[src/rtl/letc_core_stage_fetch2.sv]
// Second fetch stage: tracks one outstanding imem request, captures its response
// and presents a registered f2_to_d word to decode, honouring stall and flush.
package letc_pkg;
  typedef logic [31:0] word_t;
endpackage

package letc_core_pkg;
  import letc_pkg::*;

  typedef struct packed {
    word_t pc;
  } f1_to_f2_s;

  typedef struct packed {
    word_t       pc;
    logic [31:0] instr;
    logic        fetch_fault;
  } f2_to_d_s;
endpackage

module letc_core_stage_fetch2
  import letc_pkg::*;
  import letc_core_pkg::*;
(
  input  logic        clk,
  input  logic        rst,
  output logic        stage_ready,
  input  logic        stage_flush,
  input  logic        stage_stall,
  input  logic        f1_to_f2_valid,
  input  f1_to_f2_s   f1_to_f2,
  input  logic        imem_rsp_valid,
  input  logic [31:0] imem_rsp_instr,
  input  logic        imem_rsp_fault,
  output logic        f2_to_d_valid,
  output f2_to_d_s    f2_to_d,
  output logic [1:0]  dbg_state_o
);

  typedef enum logic [1:0] {
    IDLE  = 2'd0,
    WAIT  = 2'd1,
    DRAIN = 2'd2
  } state_e;

  localparam logic [31:0] NOP_INSTR = 32'h0000_0013;

  state_e   state_q, state_d;
  word_t    pc_q, pc_d;
  logic     hold_valid_q, hold_valid_d;
  f2_to_d_s hold_q, hold_d;
  logic     out_valid_q, out_valid_d;
  f2_to_d_s out_q, out_d;

  logic     rsp_in_wait;
  logic     accept;
  f2_to_d_s rsp_word;

  // Handshake: f1 -> f2 transfers when f1_to_f2_valid && stage_ready on a rising
  // edge; stage_ready never depends on f1_to_f2_valid, and decode consumes
  // f2_to_d whenever f2_to_d_valid is high and stage_stall is low.
  assign rsp_in_wait = (state_q == WAIT) && imem_rsp_valid;
  assign stage_ready = !stage_flush && !hold_valid_q &&
                       ((state_q == IDLE) || (rsp_in_wait && !stage_stall));
  assign accept      = f1_to_f2_valid && stage_ready;

  // Faulting fetches become a nop so decode has no side effects to suppress.
  always_comb begin
    rsp_word             = '0;
    rsp_word.pc          = pc_q;
    rsp_word.instr       = imem_rsp_fault ? NOP_INSTR : imem_rsp_instr;
    rsp_word.fetch_fault = imem_rsp_fault;
  end

  always_comb begin
    state_d = state_q;
    case (state_q)
      IDLE: begin
        if (accept) state_d = WAIT;
      end
      WAIT: begin
        if (stage_flush)         state_d = imem_rsp_valid ? IDLE : DRAIN;
        else if (imem_rsp_valid) state_d = accept ? WAIT : IDLE;
      end
      DRAIN: begin
        if (imem_rsp_valid) state_d = IDLE;
      end
      default: state_d = IDLE;
    endcase
  end

  always_comb begin
    pc_d         = accept ? f1_to_f2.pc : pc_q;
    hold_valid_d = hold_valid_q;
    hold_d       = hold_q;
    out_valid_d  = out_valid_q;
    out_d        = out_q;
    if (stage_flush) begin
      out_valid_d  = 1'b0;
      hold_valid_d = 1'b0;
    end else if (stage_stall) begin
      if (rsp_in_wait) begin
        hold_valid_d = 1'b1;
        hold_d       = rsp_word;
      end
    end else if (hold_valid_q) begin
      out_valid_d  = 1'b1;
      out_d        = hold_q;
      hold_valid_d = 1'b0;
    end else if (rsp_in_wait) begin
      out_valid_d = 1'b1;
      out_d       = rsp_word;
    end else begin
      out_valid_d = 1'b0;
    end
  end

  always_ff @(posedge clk or posedge rst) begin
    if (rst) begin
      state_q      <= IDLE;
      pc_q         <= '0;
      hold_valid_q <= 1'b0;
      hold_q       <= '0;
      out_valid_q  <= 1'b0;
      out_q        <= '0;
    end else begin
      state_q      <= state_d;
      pc_q         <= pc_d;
      hold_valid_q <= hold_valid_d;
      hold_q       <= hold_d;
      out_valid_q  <= out_valid_d;
      out_q        <= out_d;
    end
  end

  assign f2_to_d_valid = out_valid_q;
  assign f2_to_d       = out_q;
  assign dbg_state_o   = state_q;

  // A response with nothing outstanding means the memory side broke protocol.
  assert property (@(posedge clk) disable iff (rst)
                   !((state_q == IDLE) && imem_rsp_valid))
    else $error("imem response received with no request outstanding");

endmodule

[config.mk]
export PLATFORM = sky130hd
export DESIGN_NAME = letc_core_stage_fetch2
export DESIGN_NICKNAME = d
export VERILOG_FILES = /design/src/rtl/letc_core_stage_fetch2.sv
export SDC_FILE = /design/constraint.sdc
export NUM_CORES = 1
export LEC_CHECK = 0
export BUFFER_PORTS_ARGS = -buffer_cell sky130_fd_sc_hd__clkbuf_2
export CORE_UTILIZATION = 40
export CTS_BUF_LIST = sky130_fd_sc_hd__clkbuf_8
export CTS_CLUSTER_SIZE = 16
export DETAILED_ROUTE_END_ITERATION = 8
export PLACE_DENSITY = 0.6
export SYNTH_ARGS = -nofsm -noshare
export SYNTH_HDL_FRONTEND = slang
export SYNTH_SLANG_ARGS = --single-unit
[constraint.sdc]
create_clock -name clk -period 7 [get_ports clk]
set_input_delay 1.4 -clock clk [delete_from_list [all_inputs] [get_ports clk]]
set_output_delay 1.4 -clock clk [all_outputs]
set_load 0.005 [all_outputs]
* After elaboration in Yosys (flattened, before gate mapping) *
Cells that the tools add are included.

operators by class
  $mul = 0
  reductions and logical operators = 14
  divide/modulo/power cells = 0
  shifts and indexed selects = 0
  eq/ne operators = 7
  $lt $le $gt $ge = 0
  add/sub/neg operators = 0
  multiplexer cells = 17
  bitwise gates (word level) = 2

operator list
  operator            count
  $mux 65             2
  $mux 32             1
  $mux 2              5
  $reduce_and 3->1    3
  $mux 1              8
  $ne 2x2->1 const B  3
  $pmux 2 s3          1
  $logic_and 1x1->1   5
  $logic_not 1->1     3
  $ne 3x2->1 const B  1
  $ne 3x3->1 const B  1
  $eq 2x1->1 const B  1
  $eq 2x2->1 const B  1
  $logic_not 2->1     1
  $not 1->1           2
  $reduce_bool 2->1   1
  $logic_or 1x1->1    1

storage, ports and cells
  input port bits = 71
  latch bits = 0
  output and inout bits = 69
  bits in read-only memories = 0
  RAM bits = 0
  memories kept = 0
  word-level logic and storage cells = 50
  register bits after elaboration = 166

* Longest topological paths before layout *
Gate-level depths: netlist (run 1).

  word-level depth = 10
  depth in mapped cells = 6
  depth with buffers taken out = 3

* Worst setup path after synthesis (run 1) *
No wires, ideal clock.

  path type = input to output
  start = in stage_stall
  end = out stage_ready
  setup slack = 3364 ps
  arrival = 2236 ps
  path buffers = 1
  stages on the path = 3
  data required time = 5600 ps
  cell sequence = clkbuf_1 nand2b_1 a2111oi_0

on the way
  cells in the longest elaborated chain, start to end = 4

RTL lines
  item               line  text
  start, declared    29    input logic stage_stall,
  $logic_not 1->1    64    ((state_q == IDLE) || (rsp_in_wait && !stage_stall));
  $logic_and 1x1->1  64
  $logic_or 1x1->1   64
  $logic_and 1x1->1  63    assign stage_ready = !stage_flush && !hold_valid_q &&
  end, declared      27    output logic stage_ready,

No other way between the ends.

* Final worst setup path (run 1) *
Ends and elaborated chain as after synthesis.

==> metrics.log, run 1 <==
[metrics] result of the run: finished clean
[metrics] post-route non-filler standard cell count: 912
[metrics] Setup violations, final: 0
[metrics] mean cell area of the mapped netlist: 13.05 µm²
[metrics] post-synthesis share of cell area spent on full adders, half adders and majority gates: 0%
[metrics] simple-gate share of the synthesized area: 7.592%
[metrics] capturing element type of the critical path: primary output
[metrics] CP max stage cell: a2111oi_0
[metrics] Clock Skew: 0.009814 ns
[metrics] area used by sequential logic in the layout: 0.004158 mm²
[metrics] Final Hold Violating Endpoints: 0
[metrics] main combinational cell family by area after synthesis: multiplexers
[metrics] remaining global-route overflow: 0
[metrics] setup_tns: 0 ns
[metrics] GRT Resource Usage Total: 18.77%
[metrics] level count of the clock H-tree: 4
[metrics] xor/xnor cell area share of the yosys netlist: 0%
[metrics] Vias: 4799
[metrics] crit path DAT: 2.40 ns
[metrics] post-synthesis cell type count: 24
[metrics] count of synthesis-stage warnings from yosys: 0
[metrics] post-layout minimum cycle time: 3.802 ns
[metrics] Initial Util: 41.35%
[metrics] sequential element share of the synthesized area: 57.68%
[metrics] CTS Hold Bufs: 0
[metrics] total count of max-transition violations in the final report: 0
[metrics] number of nets in the finished design: 745
[metrics] Ports: 140
[metrics] RSZ-0062 raised after global routing: no
[metrics] Static Leakage: 3.856 nW
[metrics] Worst Path Buf+Inv: 2
[metrics] wire length of the first global-routing pass: 26.31 mm
[metrics] number of global-route vias before repair: 5069
[metrics] synthesized flop and latch total: 166
[metrics] number of antenna-violating nets in the routed design: 0
[metrics] category of cells accounting for the largest share of critical-path delay: compound AO/OA/AOI/OAI gates
[metrics] share of the clock period used by the worst path after layout: 54.31%
[metrics] CTS tree: built
[metrics] layout cell share with drive strength beyond 1: 42.65%
[metrics] max-capacitance violation count: 0
[metrics] crit-path most repeated cell: clkbuf_2
[metrics] post-layout util: 48.47%
[metrics] placed cells: 880
[metrics] Vias per Instance: 5.262
[metrics] Worst Hold Class: flop to flop
[metrics] Clock Tree Buf Depth: 2
[metrics] Floorplan Core Area: 0.01742 mm²
[metrics] number of port buffers: 139
[metrics] pin count of the biggest net entering global routing: 104
[metrics] highest cell delay on the worst timing path: 0.43 ns
[metrics] tightest slew margin relative to the limit: 16.41%
[metrics] Syn Inst Count: 552
[metrics] critical path class: primary input to primary output
[metrics] insertion delay to the later sink of the worst-skew pair: 0.46 ns
[metrics] Die Outline Area: 0.01855 mm²
[metrics] worst path required time: 5.60 ns
[metrics] DR DRC count: 0
[metrics] overall die width: 136.2 µm
[metrics] ant diodes: 0
[metrics] Max Freq: 263.0 MHz
[metrics] initial antenna violation count: 0
[metrics] clock sink total: 166
[metrics] per-cell routed wire length: 17.96 µm
[metrics] number of iterations in the first detailed-routing pass: 5
[metrics] sequence of cells on the critical path: clkbuf_2 > nand2b_1 > a2111oi_0 > clkbuf_2
[metrics] Synth Area in Compound Gates: 6.915%
[metrics] Detail Placement HPWL: 9.635 mm
[metrics] Post-CTS Setup Repair Bufs: 0
[metrics] multi-input gate area in the final layout: 0.002845 mm²
[metrics] site row count: 48
[metrics] Syn Std Cell Area: 0.007202 mm²
[metrics] number of DRC markers after the initial detailed-route iteration: 296
[metrics] area overhead of the layout relative to synthesis: 17.22%
[metrics] clk slew on worst S/H paths: 0.08 ns
[metrics] clock buffers created by TritonCTS: 17
[metrics] vertical die dimension: 136.2 µm
[metrics] Resized cells post-CTS: 0
[metrics] power per unit of standard cell area: 334.0 mW/mm²
[metrics] CTS Root Cell: clkbuf_8
[metrics] detailed-route wire length: 16.38 mm
[metrics] maximum fanout along the worst path: 8
[metrics] mux share of post-synthesis cell area: 24.88%
[metrics] Synthesized Nets: 623
[metrics] weighted congestion reported at the end of routability-driven placement: 0.7254
[metrics] CP Launch Type: primary input
[metrics] count of fill cells added during filler insertion: 1592
[metrics] slew at the pin with the worst max-slew slack: 1.251 ns
[metrics] maximum resistive drop on vdd: 0.0001361 V
flip-flops by register name (all words and copies together) (netlist names):
register	cells
pc_q	32
hold_q	65
dbg_state_o	2
f2_to_d	65
hold_valid_q	1
f2_to_d_valid	1
cell type report:
cell class | count | share of cell area [%]
clock inverters | 15 | 1.971
flip-flops and latches | 166 | 49.25
repair buffers | 146 | 8.863
multi-input cells | 342 | 33.70
inverters | 1 | 0.1037
clock buffers | 17 | 2.772
well taps | 225 | 3.335
path summary, 6_finish.rpt:
path / start / to / slack [ns] / cells past startpoint
worst max-delay path: stage_stall / stage_ready / 3.20 / 4
max in group asynchronous: rst / hold_q[22]$_DFFE_PP0P_ / 4.44 / 3
min in group asynchronous: rst / hold_q[18]$_DFFE_PP0P_ / 1.07 / 2
worst max register to register: hold_valid_q$_DFFE_PP0P_ / pc_q[24]$_DFFE_PP0P_ / 4.11 / 3
worst min-delay path: hold_q[20]$_DFFE_PP0P_ / hold_q[20]$_DFFE_PP0P_ / 0.51 / 1
worst min register to register: hold_q[20]$_DFFE_PP0P_ / hold_q[20]$_DFFE_PP0P_ / 0.51 / 1
synthesized netlist by cell type:
| master | n | area [µm²] |
|---|---|---|
| buf_2 | 19 | 95.09 |
| nand2b_1 | 1 | 6.260 |
| a21oi_4 | 1 | 16.27 |
| a22oi_1 | 62 | 465.5 |
| nand3b_1 | 1 | 7.510 |
| or4b_4 | 1 | 13.76 |
| or4_1 | 1 | 7.510 |
| and3b_1 | 1 | 8.760 |
| nor3b_2 | 1 | 12.51 |
| buf_6 | 3 | 33.78 |
| mux2i_1 | 62 | 620.6 |
| o21a_1 | 1 | 7.510 |
| a2111oi_0 | 1 | 8.760 |
| nor2_1 | 65 | 244.0 |
| or2_2 | 4 | 25.02 |
| nor2b_1 | 30 | 187.7 |
| nor3_1 | 2 | 10.01 |
| dfrtp_1 | 166 | 4154 |
| nand2_1 | 2 | 7.510 |
| inv_1 | 1 | 3.750 |
| clkbuf_1 | 21 | 78.83 |
| mux2_2 | 104 | 1171 |
| nor4b_1 | 1 | 8.760 |
| nor3b_1 | 1 | 7.510 |
routing by layer:
metal | track usage (%) | wire length [µm]
met1 | 25.01 | 7466
met2 | 29.67 | 7803
met3 | 4.810 | 900
met4 | 6.296 | 210
met5 | 0 | 0
per-stage QoR:
| stage | worst slack (ns) | area [µm²] | hold WS, ns | power (mW) |
|---|---|---|---|---|
| finish | 3.198 | 8442 | 0.5113 | 2.819 |
| global route | 3.139 | 8442 | 0.5189 | 3.011 |
| CTS | 3.192 | 8442 | 0.5136 | 2.866 |
| detailed placement | 3.199 | 8041 | 0.4928 | 2.163 |
| global placement | 3.223 | 8041 | 0.4813 | 2.111 |
| floorplan | 1.110 | 7202 | 0.4737 | 1.857 |
report_power, final:
group	internal, mW	switching [mW]	total (mW)
Combinational	0.376	0.274	0.650
Sequential	1.29	0.191	1.48
Clock	0.324	0.368	0.692
cells in the final DEF, fill, tap and decap left out, drive strengths merged:
cell,instances
and3b,1
or2,4
nand2,2
buf,7
nor2b,30
clkinvlp,3
nor2,65
a22oi,62
o21a,1
clkbuf,156
nor4b,1
nand2b,1
mux2,104
or4,1
clkinv,4
inv,7
nor3,2
or4b,1
nand3b,1
a21oi,1
dfrtp,166
mux2i,62
bufinv,2
nor3b,2
a2111oi,1
kinds of logic (layout without fill, tap and decap cells):
family	count (synthesis)	after routing
mux	166	166
simple gates	111	111
flops	166	166
buf+inv	44	179
compound gates	65	65
(Power assumes the default switching activity.)
==> inputs of run 2 (changes only) <==
clock period = 3.81 ns   (was 7 ns; I/O delays follow)
==> metrics.log, run 2 (synthesized netlist as in run 1, its figures left out) <==
[metrics] insertion delay to the later sink of the worst-skew pair: 0.45 ns
[metrics] Max Freq: 389.5 MHz
[metrics] total count of max-transition violations in the final report: 0
[metrics] vertical die dimension: 136.2 µm
[metrics] post-layout minimum cycle time: 2.567 ns
[metrics] overall die width: 136.2 µm
[metrics] setup_tns: 0 ns
[metrics] RSZ-0062 raised after global routing: no
[metrics] power per unit of standard cell area: 599.0 mW/mm²
[metrics] CTS tree: built
[metrics] weighted congestion reported at the end of routability-driven placement: 0.7502
[metrics] CP Launch Type: primary input
[metrics] site row count: 48
[metrics] Static Leakage: 3.891 nW
[metrics] Worst Hold Class: primary input to async pin
[metrics] highest cell delay on the worst timing path: 0.47 ns
[metrics] CTS Root Cell: clkbuf_8
[metrics] number of global-route vias before repair: 4953
[metrics] Vias: 4813
[metrics] Die Outline Area: 0.01855 mm²
[metrics] area overhead of the layout relative to synthesis: 17.30%
[metrics] result of the run: finished clean
[metrics] wire length of the first global-routing pass: 25.56 mm
[metrics] Vias per Instance: 5.260
[metrics] Register-to-Register Setup Slack: 1.53 ns
[metrics] max-capacitance violation count: 0
[metrics] Final Hold Violating Endpoints: 0
[metrics] leading cell type in the layout, fill and taps excluded: dfrtp_1
[metrics] number of iterations in the first detailed-routing pass: 4
[metrics] number of antenna-violating nets in the routed design: 0
[metrics] clk slew on worst S/H paths: 0.09 ns
[metrics] remaining global-route overflow: 0
[metrics] clock buffers created by TritonCTS: 17
[metrics] ant diodes: 0
[metrics] crit path DAT: 1.81 ns
[metrics] Clock Tree Buf Depth: 2
[metrics] per-cell routed wire length: 17.54 µm
[metrics] layout cell share with drive strength beyond 1: 42.03%
[metrics] slew at the pin with the worst max-slew slack: 1.100 ns
[metrics] Setup violations, final: 0
[metrics] CP max stage cell: a2111oi_0
[metrics] GRT Resource Usage Total: 18.14%
[metrics] CTS Hold Bufs: 0
[metrics] capturing element type of the critical path: primary output
[metrics] sequence of cells on the critical path: clkbuf_2 > nand2b_1 > a2111oi_0 > clkbuf_2
[metrics] worst path required time: 3.05 ns
[metrics] initial antenna violation count: 0
[metrics] number of port buffers: 139
[metrics] Initial Util: 41.35%
[metrics] Post-CTS Setup Repair Bufs: 0
[metrics] share of the clock period used by the worst path after layout: 67.39%
[metrics] Resized cells post-CTS: 0
[metrics] tightest slew margin relative to the limit: 26.68%
[metrics] pin count of the biggest net entering global routing: 110
[metrics] DR DRC count: 0
[metrics] number of nets in the finished design: 750
[metrics] critical path class: primary input to primary output
[metrics] crit-path most repeated cell: clkbuf_2
[metrics] Floorplan Core Area: 0.01742 mm²
[metrics] number of DRC markers after the initial detailed-route iteration: 178
[metrics] Detail Placement HPWL: 10.00 mm
[metrics] Clock Skew: 0.01948 ns
[metrics] detailed-route wire length: 16.05 mm
[metrics] clock sink total: 166
[metrics] most frequent cells in the layout: dfrtp_1 (165), clkbuf_2 (139), mux2_2 (104), nor2_1 (65)
[metrics] maximum fanout along the worst path: 8
[metrics] level count of the clock H-tree: 4
[metrics] total design power: 5.061 mW
[metrics] Ports: 140
[metrics] maximum resistive drop on vdd: 0.0002291 V
[run 2: cell types whose count changed in the layout (fill, tap and decap cells not counted), sizes merged]
cell and delta:
bufinv -1, buf +5, clkinvlp -1, clkinv -2, inv -1, clkbuf +3
[run 2: worst paths after layout]
check | from | to | depth (start not counted)
hold reg to reg | hold_q[43]$_DFFE_PP0P_ | hold_q[43]$_DFFE_PP0P_ | 1
hold / removal | rst | pc_q[25]$_DFFE_PP0P_ | 2
min in group clk | hold_q[43]$_DFFE_PP0P_ | hold_q[43]$_DFFE_PP0P_ | 1
max in group asynchronous | rst | f2_to_d[29]$_DFFE_PP0P_ | 3
setup / recovery | stage_stall | stage_ready | 4
setup reg to reg | hold_valid_q$_DFFE_PP0P_ | f2_to_d[2]$_DFFE_PP0P_ | 3
[run 2: through the flow]
stage,setup WS [ns],hold slack (ns),std cells,area [µm²],util (%)
after detailed placement,1.137,0.4931,885,8103,46.52
final,1.243,0.3761,915,8448,48.51
after CTS,1.221,0.3615,915,8448,48.51
after floorplan,0.9352,0.4737,552,7206,-
after global routing,1.136,0.3825,915,8448,48.51
after global placement,1.196,0.4810,885,8103,46.52
[run 2: layout make-up]
| type | instances | area [µm²] |
|---|---|---|
| multi-input combinational | 342 | 2845 |
| tap | 225 | 281.5 |
| clock inverter | 10 | 70.07 |
| inverter | 1 | 7.507 |
| fill | 1617 | 8969 |
| timing repair buffer | 151 | 810.8 |
| sequential | 166 | 4158 |
| clock buffer | 20 | 275.3 |
[run 2: layer usage]
layer / global-route usage (%) / share of wire (%) / vias up
met1: 25.26 / 48 / 2441
met3: 4.810 / 5.8 / 17
met2: 27.38 / 45 / 142
li1: - / - / 2213
met4: 5.988 / 1.2 / 0
met5: 0 / 0 / -
[run 2: where the power goes]
part / internal (mW) / switching (mW) / leakage, nW / total [mW]
clock: 0.545 / 0.594 / 0.198 / 1.14
sequential: 2.36 / 0.359 / 2.01 / 2.72
combinational: 0.694 / 0.504 / 1.69 / 1.20
total: 3.60 / 1.46 / 3.89 / 5.06
[run 2: critical path, delay by kind of cell]
kind | cells | cell delay [ns]
AOI/OAI and AO/OA | 1 | 0.47
buffers and inverters | 2 | 0.35
and+or+nand+nor | 1 | 0.23
==> inputs of run 3 (changes only) <==
clock period = 2.46 ns   (was 3.81 ns; I/O delays follow)
==> metrics.log, run 3 (synthesized netlist as in run 1, its figures left out) <==
[metrics] number of DRC markers after the initial detailed-route iteration: 233
[metrics] CTS tree: built
[metrics] crit path DAT: 2.39 ns
[metrics] clock buffers created by TritonCTS: 17
[metrics] GRT Resource Usage Total: 18.13%
[metrics] leading cell type in the layout, fill and taps excluded: dfrtp_1
[metrics] Resized cells post-CTS: 0
[metrics] insertion delay to the later sink of the worst-skew pair: 0.45 ns
[metrics] level count of the clock H-tree: 4
[metrics] finished layout cell area: 0.008533 mm²
[metrics] most frequent cells in the layout: dfrtp_1 (165), clkbuf_2 (139), mux2_2 (104), nor2_1 (65)
[metrics] CTS Hold Bufs: 0
[metrics] vertical die dimension: 136.2 µm
[metrics] Worst Hold Class: primary input to async pin
[metrics] Vias per Instance: 5.242
[metrics] weighted congestion reported at the end of routability-driven placement: 0.7718
[metrics] CTS Root Cell: clkbuf_8
[metrics] DR DRC count: 0
[metrics] Final Hold Violating Endpoints: 0
[metrics] Static Leakage: 3.914 nW
[metrics] area used by sequential logic in the layout: 0.004158 mm²
[metrics] Initial Util: 41.35%
[metrics] Ports: 140
[metrics] initial antenna violation count: 0
[metrics] total count of max-transition violations in the final report: 0
[metrics] overall die width: 136.2 µm
[metrics] share of the clock period used by the worst path after layout: 83.61%
[metrics] Vias: 4828
[metrics] number of iterations in the first detailed-routing pass: 4
[metrics] multi-input gate area in the final layout: 0.002845 mm²
[metrics] detailed-route wire length: 15.90 mm
[metrics] worst path required time: 2.79 ns
[metrics] post-layout minimum cycle time: 2.057 ns
[metrics] slew at the pin with the worst max-slew slack: 0.5552 ns
[metrics] layout cell share with drive strength beyond 1: 43.10%
[metrics] Floorplan Core Area: 0.01742 mm²
[metrics] ant diodes: 0
[metrics] pin count of the biggest net entering global routing: 70
[metrics] count of fill cells added during filler insertion: 1586
[metrics] clk slew on worst S/H paths: 0.09 ns
[metrics] result of the run: finished clean
[metrics] wire length of the first global-routing pass: 25.45 mm
[metrics] number of nets in the finished design: 754
[metrics] site row count: 48
[metrics] remaining global-route overflow: 0
[metrics] RSZ-0062 raised after global routing: no
[metrics] max-capacitance violation count: 0
[metrics] tightest slew margin relative to the limit: 62.98%
[metrics] per-cell routed wire length: 17.26 µm
[metrics] Max Freq: 486.2 MHz
[metrics] critical path class: flop to flop
[metrics] number of port buffers: 139
[metrics] Clock Tree Buf Depth: 2
[metrics] Placed Area: 0.008158 mm²
[metrics] clock sink total: 166
[metrics] Die Outline Area: 0.01855 mm²
[metrics] setup_tns: 0 ns
[metrics] number of antenna-violating nets in the routed design: 0
[metrics] capturing element type of the critical path: flop
[metrics] Detail Placement HPWL: 10.16 mm
[metrics] maximum fanout along the worst path: 18
[metrics] maximum resistive drop on vdd: 0.0003629 V
[metrics] power per unit of standard cell area: 927.4 mW/mm²
[metrics] Clock Skew: 0.01344 ns
[metrics] Post-CTS Setup Repair Bufs: 0
[metrics] number of global-route vias before repair: 4952
[metrics] Setup violations, final: 0
[metrics] CP Launch Type: flop
[metrics] area overhead of the layout relative to synthesis: 18.49%
[run 3: worst max-delay path, cell delays in order, from the launching register on]
cell     delay, ns
dfrtp_4       0.54
or4b_4        0.56
a21oi_4       0.15
buf_4         0.30
mux2_2        0.37
[run 3: metrics by stage]
step	setup WS, ns	hold WS (ns)	util, %	cells	total power, mW
3_5_place_dp	0.3309	0.4904	46.84	889	6.155
4_1_cts	0.4119	0.02894	48.99	921	8.044
6_report	0.4031	0.05870	48.99	921	7.914
5_1_grt	0.3518	0.05530	48.99	921	8.455
3_3_place_gp	0.3745	0.4816	46.84	889	6.026
2_1_floorplan	-0.1448	0.4737	-	552	5.284
[run 3: metal layers]
metal	up-vias	part of all wire, %	track usage (%)
li1	2211	-	-
met1	2466	48	25.62
met2	137	46	27.44
met3	14	5.0	4.288
met4	0	1.1	5.617
met5	-	0	0
[run 3: path summary, 6_finish.rpt]
path | end | slack [ns] | depth (start not counted) | startpoint
worst max-delay path | pc_q[6]$_DFFE_PP0P_ | 0.40 | 4 | hold_valid_q$_DFFE_PP0P_
worst min-delay path | f2_to_d[4]$_DFFE_PP0P_ | 0.06 | 2 | rst
worst max register to register | pc_q[6]$_DFFE_PP0P_ | 0.40 | 4 | hold_valid_q$_DFFE_PP0P_
worst min register to register | hold_q[5]$_DFFE_PP0P_ | 0.51 | 1 | hold_q[5]$_DFFE_PP0P_
max in group asynchronous | hold_valid_q$_DFFE_PP0P_ | 1.66 | 3 | rst
min in group clk | dbg_state_o[1]$_DFFE_PP0P_ | 0.26 | 2 | imem_rsp_valid
[run 3: power breakdown]
group | internal [mW] | leakage [nW] | switching (mW)
sequential | 3.66 | 2.01 | 0.536
clock | 0.887 | 0.193 | 0.970
combinational | 1.08 | 1.71 | 0.778
[run 3: layout make-up]
| type | count | area share (%) |
|---|---|---|
| Tap cell | 225 | 3.299 |
| Clock buffer | 17 | 2.742 |
| Multi-Input combinational cell | 342 | 33.34 |
| Sequential cell | 166 | 48.72 |
| Clock inverter | 15 | 1.657 |
| Inverter | 1 | 0.08798 |
| Timing Repair Buffer | 155 | 10.15 |
